--- config.mk ---
export PLATFORM = sky130hd
export DESIGN_NAME = uart_byte_rx
export DESIGN_NICKNAME = d
export VERILOG_FILES = /design/src/rtl/uart_byte_rx.sv
export SDC_FILE = /design/constraint.sdc
export NUM_CORES = 1
export LEC_CHECK = 0
export CELL_PAD_IN_SITES_DETAIL_PLACEMENT = 0
export CELL_PAD_IN_SITES_GLOBAL_PLACEMENT = 1
export CORE_UTILIZATION = 30
export DETAILED_ROUTE_END_ITERATION = 16
export GPL_ROUTABILITY_DRIVEN = 0
export PLACE_DENSITY = 0.59
export SLEW_MARGIN = 10
export SYNTH_ARGS = -nofsm -noshare
export SYNTH_HDL_FRONTEND = slang
export SYNTH_SLANG_ARGS = --single-unit
export TNS_END_PERCENT = 5
--- constraint.sdc ---
create_clock -name clk -period 2.01 [get_ports clk]
set_input_delay 0.3015 -clock clk [delete_from_list [all_inputs] [get_ports clk]]
set_output_delay 0.3015 -clock clk [all_outputs]
set_load 0.03 [all_outputs]
--- src/rtl/uart_byte_rx.sv ---
// 8N1 UART receiver with 16x oversampling and a one-byte valid/ready holding register.
// Define UART_RX_PARITY_EN to add an even-parity bit after the data bits and a parity_err pulse.
`timescale 1ns/1ps
module uart_byte_rx #(
    parameter int CLK_HZ = 12000000,
    parameter int BAUD   = 9600,
    parameter int OSR    = 16
) (
    input  logic       clk,
    input  logic       rst_n,
    input  logic       rx,
    output logic [7:0] rx_data,
    output logic       rx_valid,
    input  logic       rx_ready,
    output logic       frame_err,
    output logic       overrun,
    input  logic       overrun_clr
`ifdef UART_RX_PARITY_EN
    ,
    output logic       parity_err
`endif
);

    localparam int DIV   = CLK_HZ / (BAUD * OSR);
    localparam int DIV_W = (DIV > 1) ? $clog2(DIV) : 1;
    localparam int OSR_W = $clog2(OSR);

    localparam logic [DIV_W-1:0] DIV_LAST = DIV_W'(DIV - 1);
    localparam logic [OSR_W-1:0] OSR_LAST = OSR_W'(OSR - 1);
    localparam logic [OSR_W-1:0] OSR_MID  = OSR_W'(OSR / 2 - 1);

    typedef enum logic [2:0] {
        IDLE,
        START,
        DATA,
`ifdef UART_RX_PARITY_EN
        PARITY,
`endif
        STOP
    } state_t;

    state_t            state, state_next;
    logic              rx_meta, rx_s;
    logic [DIV_W-1:0]  div_cnt;
    logic [OSR_W-1:0]  samp_cnt;
    logic [2:0]        bit_idx;
    logic [7:0]        shreg;
    logic              tick, bit_end;
    logic              samp_clr, shift_en, deliver, stop_bad;
`ifdef UART_RX_PARITY_EN
    logic              par_load, par_bad, par_fail;
`endif

    // Two-flop synchroniser; idles high so reset release never looks like a start edge.
    // NOTE: sequential state is written with non-blocking assignments only, so every flop
    // samples the pre-edge value of its neighbours regardless of statement order.
    always_ff @(posedge clk or negedge rst_n) begin
        if (!rst_n) begin
            rx_meta <= 1'b1;
            rx_s    <= 1'b1;
        end else begin
            rx_meta <= rx;
            rx_s    <= rx_meta;
        end
    end

    // Divider is parked at zero while idle so the first tick lands DIV cycles after the start edge.
    always_ff @(posedge clk or negedge rst_n) begin
        if (!rst_n)                  div_cnt <= '0;
        else if (state == IDLE)      div_cnt <= '0;
        else if (div_cnt == DIV_LAST) div_cnt <= '0;
        else                         div_cnt <= div_cnt + 1'b1;
    end

    assign tick    = (state != IDLE) && (div_cnt == DIV_LAST);
    assign bit_end = tick && (samp_cnt == OSR_LAST);

    always_ff @(posedge clk or negedge rst_n) begin
        if (!rst_n) state <= IDLE;
        else        state <= state_next;
    end

    // NOTE: every signal driven here gets a default first, so no path through the case
    // statement can leave one unassigned and infer a latch.
    always_comb begin
        state_next = state;
        samp_clr   = 1'b0;
        shift_en   = 1'b0;
        deliver    = 1'b0;
        stop_bad   = 1'b0;
`ifdef UART_RX_PARITY_EN
        par_load   = 1'b0;
        par_fail   = 1'b0;
`endif
        case (state)
            IDLE: begin
                if (!rx_s) begin
                    state_next = START;
                    samp_clr   = 1'b1;
                end
            end
            START: begin
                if (tick && (samp_cnt == OSR_MID)) begin
                    samp_clr   = 1'b1;
                    state_next = rx_s ? IDLE : DATA;
                end
            end
            DATA: begin
                if (bit_end) begin
                    shift_en = 1'b1;
                    samp_clr = 1'b1;
                    if (bit_idx == 3'd7) begin
`ifdef UART_RX_PARITY_EN
                        state_next = PARITY;
`else
                        state_next = STOP;
`endif
                    end
                end
            end
`ifdef UART_RX_PARITY_EN
            PARITY: begin
                if (bit_end) begin
                    par_load   = 1'b1;
                    samp_clr   = 1'b1;
                    state_next = STOP;
                end
            end
`endif
            STOP: begin
                if (bit_end) begin
                    samp_clr   = 1'b1;
                    state_next = IDLE;
`ifdef UART_RX_PARITY_EN
                    par_fail   = par_bad;
                    deliver    = rx_s && !par_bad;
`else
                    deliver    = rx_s;
`endif
                    stop_bad   = !rx_s;
                end
            end
            default: state_next = IDLE;
        endcase
    end

    always_ff @(posedge clk or negedge rst_n) begin
        if (!rst_n) begin
            samp_cnt <= '0;
            bit_idx  <= '0;
            shreg    <= '0;
        end else begin
            if (state == IDLE || samp_clr) samp_cnt <= '0;
            else if (tick)                 samp_cnt <= samp_cnt + 1'b1;

            if (state != DATA)   bit_idx <= '0;
            else if (shift_en)   bit_idx <= bit_idx + 1'b1;

            // LSB arrives first, so shift right and insert at the top.
            if (shift_en) shreg <= {rx_s, shreg[7:1]};
        end
    end

`ifdef UART_RX_PARITY_EN
    // Even parity: data bits plus parity bit must hold an even number of ones.
    always_ff @(posedge clk or negedge rst_n) begin
        if (!rst_n)        par_bad <= 1'b0;
        else if (par_load) par_bad <= ^{shreg, rx_s};
    end

    always_ff @(posedge clk or negedge rst_n) begin
        if (!rst_n) parity_err <= 1'b0;
        else        parity_err <= par_fail;
    end
`endif

    // Holding register: a delivery lands if the slot is empty or being drained this cycle.
    always_ff @(posedge clk or negedge rst_n) begin
        if (!rst_n) begin
            rx_data   <= 8'h00;
            rx_valid  <= 1'b0;
            overrun   <= 1'b0;
            frame_err <= 1'b0;
        end else begin
            frame_err <= stop_bad;
            if (deliver && (!rx_valid || rx_ready)) begin
                rx_data  <= shreg;
                rx_valid <= 1'b1;
            end else if (rx_ready) begin
                rx_valid <= 1'b0;
            end
            if (deliver && rx_valid && !rx_ready) overrun <= 1'b1;
            else if (overrun_clr)                 overrun <= 1'b0;
        end
    end

endmodule
* Word-level counts from Yosys, hierarchy flattened
Index checks and enable logic that the tools add are counted.
** Word-level totals
- Bits in registers :: 38
- Input port bits :: 5
- Output and inout bits :: 11
- Logic and storage cells :: 72
** Cells by class
- $add $sub $neg :: 3
- Equality and inequality tests :: 13
- Muxes and demuxes :: 26
- Reduce and logical (&&, ||, !) cells :: 19
** Operators with widths (count)
- two-way mux 3 bit :: 7
- two-way mux 7 bit :: 2
- two-way mux 1 bit :: 12
- case mux 3 bit (4 select lines) :: 1
- != test 2 bit (second input constant) :: 5
- two-way mux 4 bit :: 2
- nonzero test 2 bit :: 4
- adder 7 x 1 -> 7 bit (second input constant) :: 1
- equality test 7 bit (second input constant) :: 1
- equality test 3 x 2 -> 1 bit (second input constant) :: 2
- logical AND 1 bit :: 6
- AND reduction 5 bit :: 1
- adder 4 x 1 -> 4 bit (second input constant) :: 1
- equality test 4 x 3 -> 1 bit (second input constant) :: 1
- equality test 4 bit (second input constant) :: 1
- adder 3 x 1 -> 3 bit (second input constant) :: 1
- equality test 3 x 1 -> 1 bit (second input constant) :: 1
- equality test 3 bit (second input constant) :: 1
- zero test 1 bit :: 3
- zero test 3 bit :: 1
- != test 3 x 2 -> 1 bit (second input constant) :: 1
- case mux 1 bit (3 select lines) :: 1
- nonzero test 3 bit :: 1
- logical OR 1 bit :: 2
- other kinds (2) :: 2

* Depth between registers and ports, before layout
Gate-level depths: netlist (run 1).
- Word-level depth :: 8
- Mapped depth :: 7
- Mapped depth without buffers :: 6

* Least setup slack after synthesis (run 1)
No wires, ideal clock.
- Kind :: reg-to-reg
- From :: register div_cnt[1]
- To :: register shreg[0]
- Arrival :: 1.584 ns
- Data required time :: 1.885 ns
- Path slack :: 0.301 ns
- Cell stages (with the launch flop) :: 7
- Path buffers :: 0
- Period minus slack after synthesis :: 1.709 ns
- Path through :: dfrtp_1 -> inv_1 -> ha_1 -> and4bb_4 -> nand2_4 -> nor3_4 -> mux2_2
** On the way
- Cells in the longest elaborated chain, start to end :: 5
** RTL lines
- start: declaration :: RTL line 44 : logic [DIV_W-1:0] div_cnt;
- start signal: assignment :: RTL line 72 : else div_cnt <= div_cnt + 1'b1;
- equality test 7 bit :: RTL line 75 : assign tick = (state != IDLE) && (div_cnt == DIV_LAST);
- logical AND 1 bit :: RTL line 75
- logical AND 1 bit :: RTL line 76 : assign bit_end = tick && (samp_cnt == OSR_LAST);
- two-way mux 1 bit :: RTL line 109 : if (bit_end) begin
- two-way mux 1 bit :: RTL line 95 : case (state)
- end signal: assignment :: RTL line 160 : if (shift_en) shreg <= {rx_s, shreg[7:1]};
- end: declaration :: RTL line 47 : logic [7:0] shreg;
Every way passes these cells.
A chain may end at the register's enable or synchronous reset.

* Final worst setup path (run 1)
- From :: register div_cnt[1]
- To :: register rx_data[0]
** On the way
- Cells in the longest elaborated chain, start to end :: 6
** RTL lines
- equality test 7 bit :: RTL line 75
- logical AND 1 bit :: RTL line 75
- logical AND 1 bit :: RTL line 76
- two-way mux 1 bit :: RTL line 131 : if (bit_end) begin
- two-way mux 1 bit :: RTL line 95
- logical AND 1 bit :: RTL line 186 : if (deliver && (!rx_valid || rx_ready)) begin
- end signal: assignment :: RTL line 187 : rx_data <= shreg;
- end: declaration :: RTL line 12 : output logic [7:0] rx_data,
Every way passes these cells.

==> metrics.txt, run 1 <==
Worst Setup Start Kind=flop; Layout area overhead=22.18%; Crit Path Category=reg -> reg; dpl cell area=1872 sq um; Resize count post-CTS=0; number of global-route vias before repair=1015; crit end category=flop; initial antenna violation count=0; Synth warnings=0; CTS Root Cell=clkbuf_8; RSZ-0062 raised after global routing=no; Layout Nets=164; share of the synthesized area in the top cell type=53.72%; status=complete, no violations; Starting Density=31.52%; CTS Hold Bufs=0; clk buf depth=2; largest cells by area after synthesis=dfrtp_1 (54%), mux2_2 (11%), ha_1 (3.8%); Final Setup Violations=0; Clock Skew=0.002845 ns; Layout Utilization=38.51%; core footprint=5172 sq um; final global-route overflow total=0; Crit path arrival time=2.05 ns; EDFF count, synth=0; Die Wd=75.72 microns; Rel. slew slack=46.05%; hpwl dp=1967 microns; Std-Cell Rows=26; min Tclk post-route=1.880 ns; FMAX=0.5320 GHz; io pins=16; H-tree depth=2; CP max stage delay=0.41 ns; CP cell instances=inv_1 -> ha_1 -> and4bb_4 -> nand4_1 -> nor2b_1 -> buf_4 -> mux2_2; layout cells sized above 1=22.58%; Die Ht=75.72 microns; Final ANT Viol Nets=0; Worst-path clk slew=0.07 ns; maxcap violations=0; setup bufs post-CTS=0; Slew @ Worst Pin=0.8093 ns; cell area after layout=1992 sq um; sum of negative setup slack=0 ns; endpoints failing hold=0; Peak VDD IR=0.2323 mV; Crit Path Max Fanout=8; Vias per Instance=4.604; TritonCTS Buffers=5; library cells used by synthesis=34; Post-Synthesis Cell Area=1630 sq um; Buffers on Ports=15; GRT Overall Usage=11.38%; Worst Slack Setup Final=0.1303 ns; slowest library cell on the worst path=dfrtp_1; syn nets=144; routed len/inst=12.42 microns; die area=5734 sq um; pre-CTS setup slack=0.1188 ns; initial drt markers=34; Avg Inst Size Synth=12.17 sq um; Leakage=0.9419 nW; DRT Wirelength=2794 microns; Synth Register Bits=37; Worst EP required=2.18 ns; Yosys top cell by area=dfrtp_1; most common cell in the netlist=dfrtp_1; n_diodes=0; drt first pass iters=4; Main synth FF type=dfrtp_1; ys async rst share=100.0%; Final period util=93.52%; Buf/Inv on CP=2; largest net degree at the start of global routing=38; synth cell count leaders=dfrtp_1 (35), mux2_2 (16), nor2_1 (15); total power divided by cell area=718.7 nW/um^2; Worst Hold Class=in -> async; total chip power=1.432 mW; first-pass GRT wire length=4692 microns; DR vias=1036; CTS tree=built; cell count after synthesis=134; worst skew pair latency=0.28 ns; Post-route DRC=0; Max Slew Vio Count=0; sequential share of the synthesized area=56.95%; CTS sink count=37; critical path's top delay family=simple AND/OR/NAND/NOR gates
==> area by class of cell <==
class                   count  area, sq um
fillers                   496         3181
flip-flops and latches     37        928.4
multi-input cells          88        664.4
repair buffers             17        172.7
well taps                  70        87.58
clock buffers               6        82.58
clock inverters             2        37.54
inverters                   5        18.77
==> cell usage in the layout (no fill, tap or decap), drive strengths merged <==
master and count:
dfrtp 35, mux2 16, nor2 15, clkdlybuf4s50 14
nand2 8, xor2 7, nand3 7, clkbuf 6
inv 5, ha 5, nand4 3, o21ai 3
mux2i 3, buf 3, nand2b 2, o21a 2
dfstp 2, and2 2, nor3 2, and4bb 1
or2 1, xnor2 1, and4 1, nor4 1
o31ai 1, a31oi 1, o211ai 1, o22a 1
and3 1, nor2b 1, a311oi 1, o22ai 1
bufinv 1, clkinvlp 1
==> worst reg2reg max path, stage by stage (launching register included) <==
cell and delay, ns:
dfrtp_1 0.41, inv_1 0.07, ha_1 0.14, and4bb_4 0.31, nand4_1 0.17, nor2b_1 0.14, buf_4 0.18, mux2_2 0.35
==> sequential cells by signal, indices dropped and copies added (netlist names) <==
signal and count:
overrun 1, rx_s 1, shreg 8, frame_err 1, samp_cnt 4, rx_data 8
rx_meta 1, rx_valid 1, bit_idx 3, div_cnt 7, state 2
==> stage by stage <==
step | std cells | hold WS [ns]
floorplan | 134 | 0.005909
global placement | 217 | 0.3466
detailed placement | 217 | 0.3509
CTS | 225 | 0.1376
global route | 225 | 0.1741
finish | 225 | 0.1004
==> cell families after synthesis <==
| kind of cell | synth area share, % |
|---|---|
| muxes | 12.89 |
| AOI/OAI and AO/OA | 4.605 |
| DFF | 56.95 |
| adders and majority gates | 3.837 |
| buffers and inverters | 2.303 |
| and+or+nand+nor | 15.12 |
| xor gates and xnor gates | 4.298 |
==> path summary, 6_finish.rpt <==
kind                            start     endpoint  slack (ns)  depth (start not counted)
max reg2reg                div_cnt[1]   rx_data[0]        0.13                          7
min reg2reg                   rx_meta         rx_s        0.36                          0
min in group clk              rx_meta         rx_s        0.36                          0
min                             rst_n  samp_cnt[3]        0.10                          1
max in group asynchronous       rst_n   rx_data[2]        1.39                          1
max                        div_cnt[1]   rx_data[0]        0.13                          7
==> layer usage <==
| layer | GRT usage (%) | wire length, microns | vias up |
|---|---|---|---|
| li1 | - | - | 504 |
| met1 | 14.64 | 1377 | 517 |
| met2 | 17.36 | 1304 | 13 |
| met3 | 3.968 | 96 | 2 |
| met4 | 4.938 | 17 | 0 |
| met5 | 0 | 0 | - |
==> power breakdown <==
part | internal, mW | switching (mW) | leakage, nW
registers | 0.748 | 0.00193 | 0.495
logic | 0.00606 | 0.0144 | 0.389
clock network | 0.403 | 0.258 | 0.0574
total | 1.16 | 0.275 | 0.942
(Power assumes the default switching activity.)
==> run 2, diff against run 1 <==
Settings changed: CAP_MARGIN set to 15.
==> results of run 2 <==
The final DEF is identical to that of run 1; final timing and power are the same.
==> run 3, diff against run 2 <==
Settings changed: CORE_MARGIN set to 3, DONT_BUFFER_PORTS set to 1, PLACE_DENSITY 0.59 to 0.54.
==> metrics.txt, run 3 (same netlist as run 1, synthesis figures left out) <==
status=complete, no violations (unchanged); pre-CTS setup slack=0.1123 ns (was 0.1188 ns); sum of negative setup slack=0 ns (unchanged); Die Wd=79.72 microns (was 75.72 microns); Crit path arrival time=2.05 ns (about the same); Clk pwr share=46.2% (about the same); initial drt markers=58 (was 34); Final period util=93.52% (about the same); GRT Overall Usage=9.837% (was 11.38%); drt first pass iters=4 (unchanged); cell internal pwr=1.158 mW (was 1.157 mW); RSZ-0062 raised after global routing=no (unchanged); Die Ht=79.72 microns (was 75.72 microns); Worst-path clk slew=0.07 ns (about the same); final global-route overflow total=0 (unchanged); commonest non-fill, non-tap cell in the layout=dfrtp_1 (unchanged); largest net degree at the start of global routing=38 (unchanged); CTS tree=built (unchanged); io pins=16 (unchanged); Net Sw Frac=19.27% (was 19.18%); part of the power in registers=52.3% (was 52.4%); Std-Cell Rows=26 (unchanged); Slew @ Worst Pin=0.3166 ns (was 0.8093 ns); layout cells sized above 1=25.52% (was 22.58%); TritonCTS Buffers=5 (unchanged); Layout area overhead=17.42% (was 22.18%); part of the power in combinational logic=1.5% (was 1.4%); Worst Slack Setup Final=0.1302 ns (was 0.1303 ns); slowest library cell on the worst path=dfrtp_1 (unchanged); hpwl dp=1948 microns (was 1967 microns); Post-route DRC=0 (unchanged); cell count of the worst hold path=1; FMAX=0.5320 GHz (about the same); CP max stage delay=0.39 ns (was 0.41 ns); maxcap violations=0 (unchanged); DR vias=976 (was 1036); total power divided by cell area=749.2 nW/um^2 (was 718.7 nW/um^2); initial antenna violation count=0 (unchanged); core footprint=5172 sq um (unchanged); n_diodes=0 (unchanged); Worst R2R Path Depth=6 (was 7); first-pass GRT wire length=4843 microns (was 4692 microns); Worst Setup Start Kind=flop (unchanged); Placed Cells=202 (was 217); Final ANT Viol Nets=0 (unchanged); worst skew pair latency=0.28 ns (about the same); Crit Path Max Fanout=8 (unchanged); DRT Wirelength=2752 microns (was 2794 microns); Crit Path Category=reg -> reg (unchanged); Layout Utilization=37.01% (was 38.51%); Layout Nets=154 (was 164); Vias per Instance=4.540 (was 4.604); routed len/inst=12.80 microns (was 12.42 microns); endpoints failing hold=0 (unchanged); worst hold slack=0.1223 ns (was 0.1004 ns); number of global-route vias before repair=1019 (was 1015); crit end category=flop (unchanged); CTS Root Cell=clkbuf_8 (unchanged); Leakage=0.9202 nW (was 0.9419 nW); commonest cells after routing, fill and taps aside=dfrtp_1 (35), mux2_2 (16), nor2_1 (15) (unchanged); Worst Hold Class=in -> reg (was in -> async); Max Slew Vio Count=0 (unchanged); clk buf depth=2 (unchanged); die area=6355 sq um (was 5734 sq um); Clock Skew=0.006173 ns (was 0.002845 ns); Starting Density=31.52% (unchanged); Rel. slew slack=78.89% (was 46.05%); Top Registers=rx_data: 8 flops, shreg: 8 flops, div_cnt: 7 flops (unchanged); Worst EP required=2.18 ns (about the same); Psw=0.2764 mW (was 0.2746 mW); CP cell instances=ha_1 -> and4_2 -> nand4_1 -> nor2b_1 -> buf_4 -> mux2_2 (was inv_1 -> ha_1 -> and4bb_4 -> nand4_1 -> nor2b_1 -> buf_4 -> mux2_2); Peak VDD IR=0.2364 mV (was 0.2323 mV); Buffers on Ports=0 (was 15); min Tclk post-route=1.880 ns (about the same); CTS sink count=37 (unchanged); Finished Layout Cells=215 (was 225); Final Setup Violations=0 (unchanged); H-tree depth=2 (unchanged)
[run 3: changes by cell type in the layout (fill, tap and decap cells not counted), sizes merged]
cell	change
clkdlybuf4s50	-14
buf	+2
dlygate4sd3	+2
[run 3: final timing paths]
path / start / to / slack (ns)
worst min-delay path: overrun_clr / overrun / 0.12
worst min register to register: rx_meta / rx_s / 0.36
worst max register to register: samp_cnt[0] / rx_data[1] / 0.13
min in group asynchronous: rst_n / rx_data[0] / 0.47
worst max-delay path: samp_cnt[0] / rx_data[1] / 0.13
max in group asynchronous: rst_n / rx_meta / 1.30
[run 3: cell type report]
type	instances	area, sq um
inverters	5	18.77
repair buffers	7	95.09
multi-input cells	88	664.4
clock inverters	2	37.54
flip-flops and latches	37	928.4
well taps	70	87.58
clock buffers	6	82.58
fillers	518	3258
[run 3: power by group through the flow]
| stage | Clock, mW | Combinational (mW) | Sequential, mW |
|---|---|---|---|
| 3_5_place_dp | 0 | 0.000347 | 0.764 |
| 6_report | 0.663 | 0.0217 | 0.750 |
| 4_1_cts | 0.683 | 0.0233 | 0.750 |
| 2_1_floorplan | 0 | 0.000348 | 0.763 |
| 3_3_place_gp | 0 | 0.000347 | 0.764 |
| 5_1_grt | 0.714 | 0.0257 | 0.750 |
[run 3: layer usage]
layer | GRT usage [%] | part of all wire [%]
met1 | 12.84 | 48
met2 | 15.19 | 47
met3 | 3.837 | 3.5
met4 | 2.577 | 0.47
met5 | 0 | 0
[run 3: timing repair]
action,4_1_cts,5_1_grt
hold endpoints to repair,38,0
resized for setup,0,0
setup buffers,0,2
endpoints found under the setup margin,0,8
hold buffers,3,0
[run 3: critical path, delay by kind of cell (launching register included)]
kind          cells  cell delay, ns
fa+ha+maj         1            0.21
simple gates      3            0.64
buf+inv           1            0.18
mux               1            0.35
flops             1            0.39
[run 3: stage by stage]
| stage | power [mW] | cell area, sq um |
|---|---|---|
| global route | 1.490 | 1914 |
| CTS | 1.456 | 1887 |
| floorplan | 0.7637 | 1630 |
| detailed placement | 0.7647 | 1727 |
| global placement | 0.7647 | 1727 |
| finish | 1.434 | 1914 |
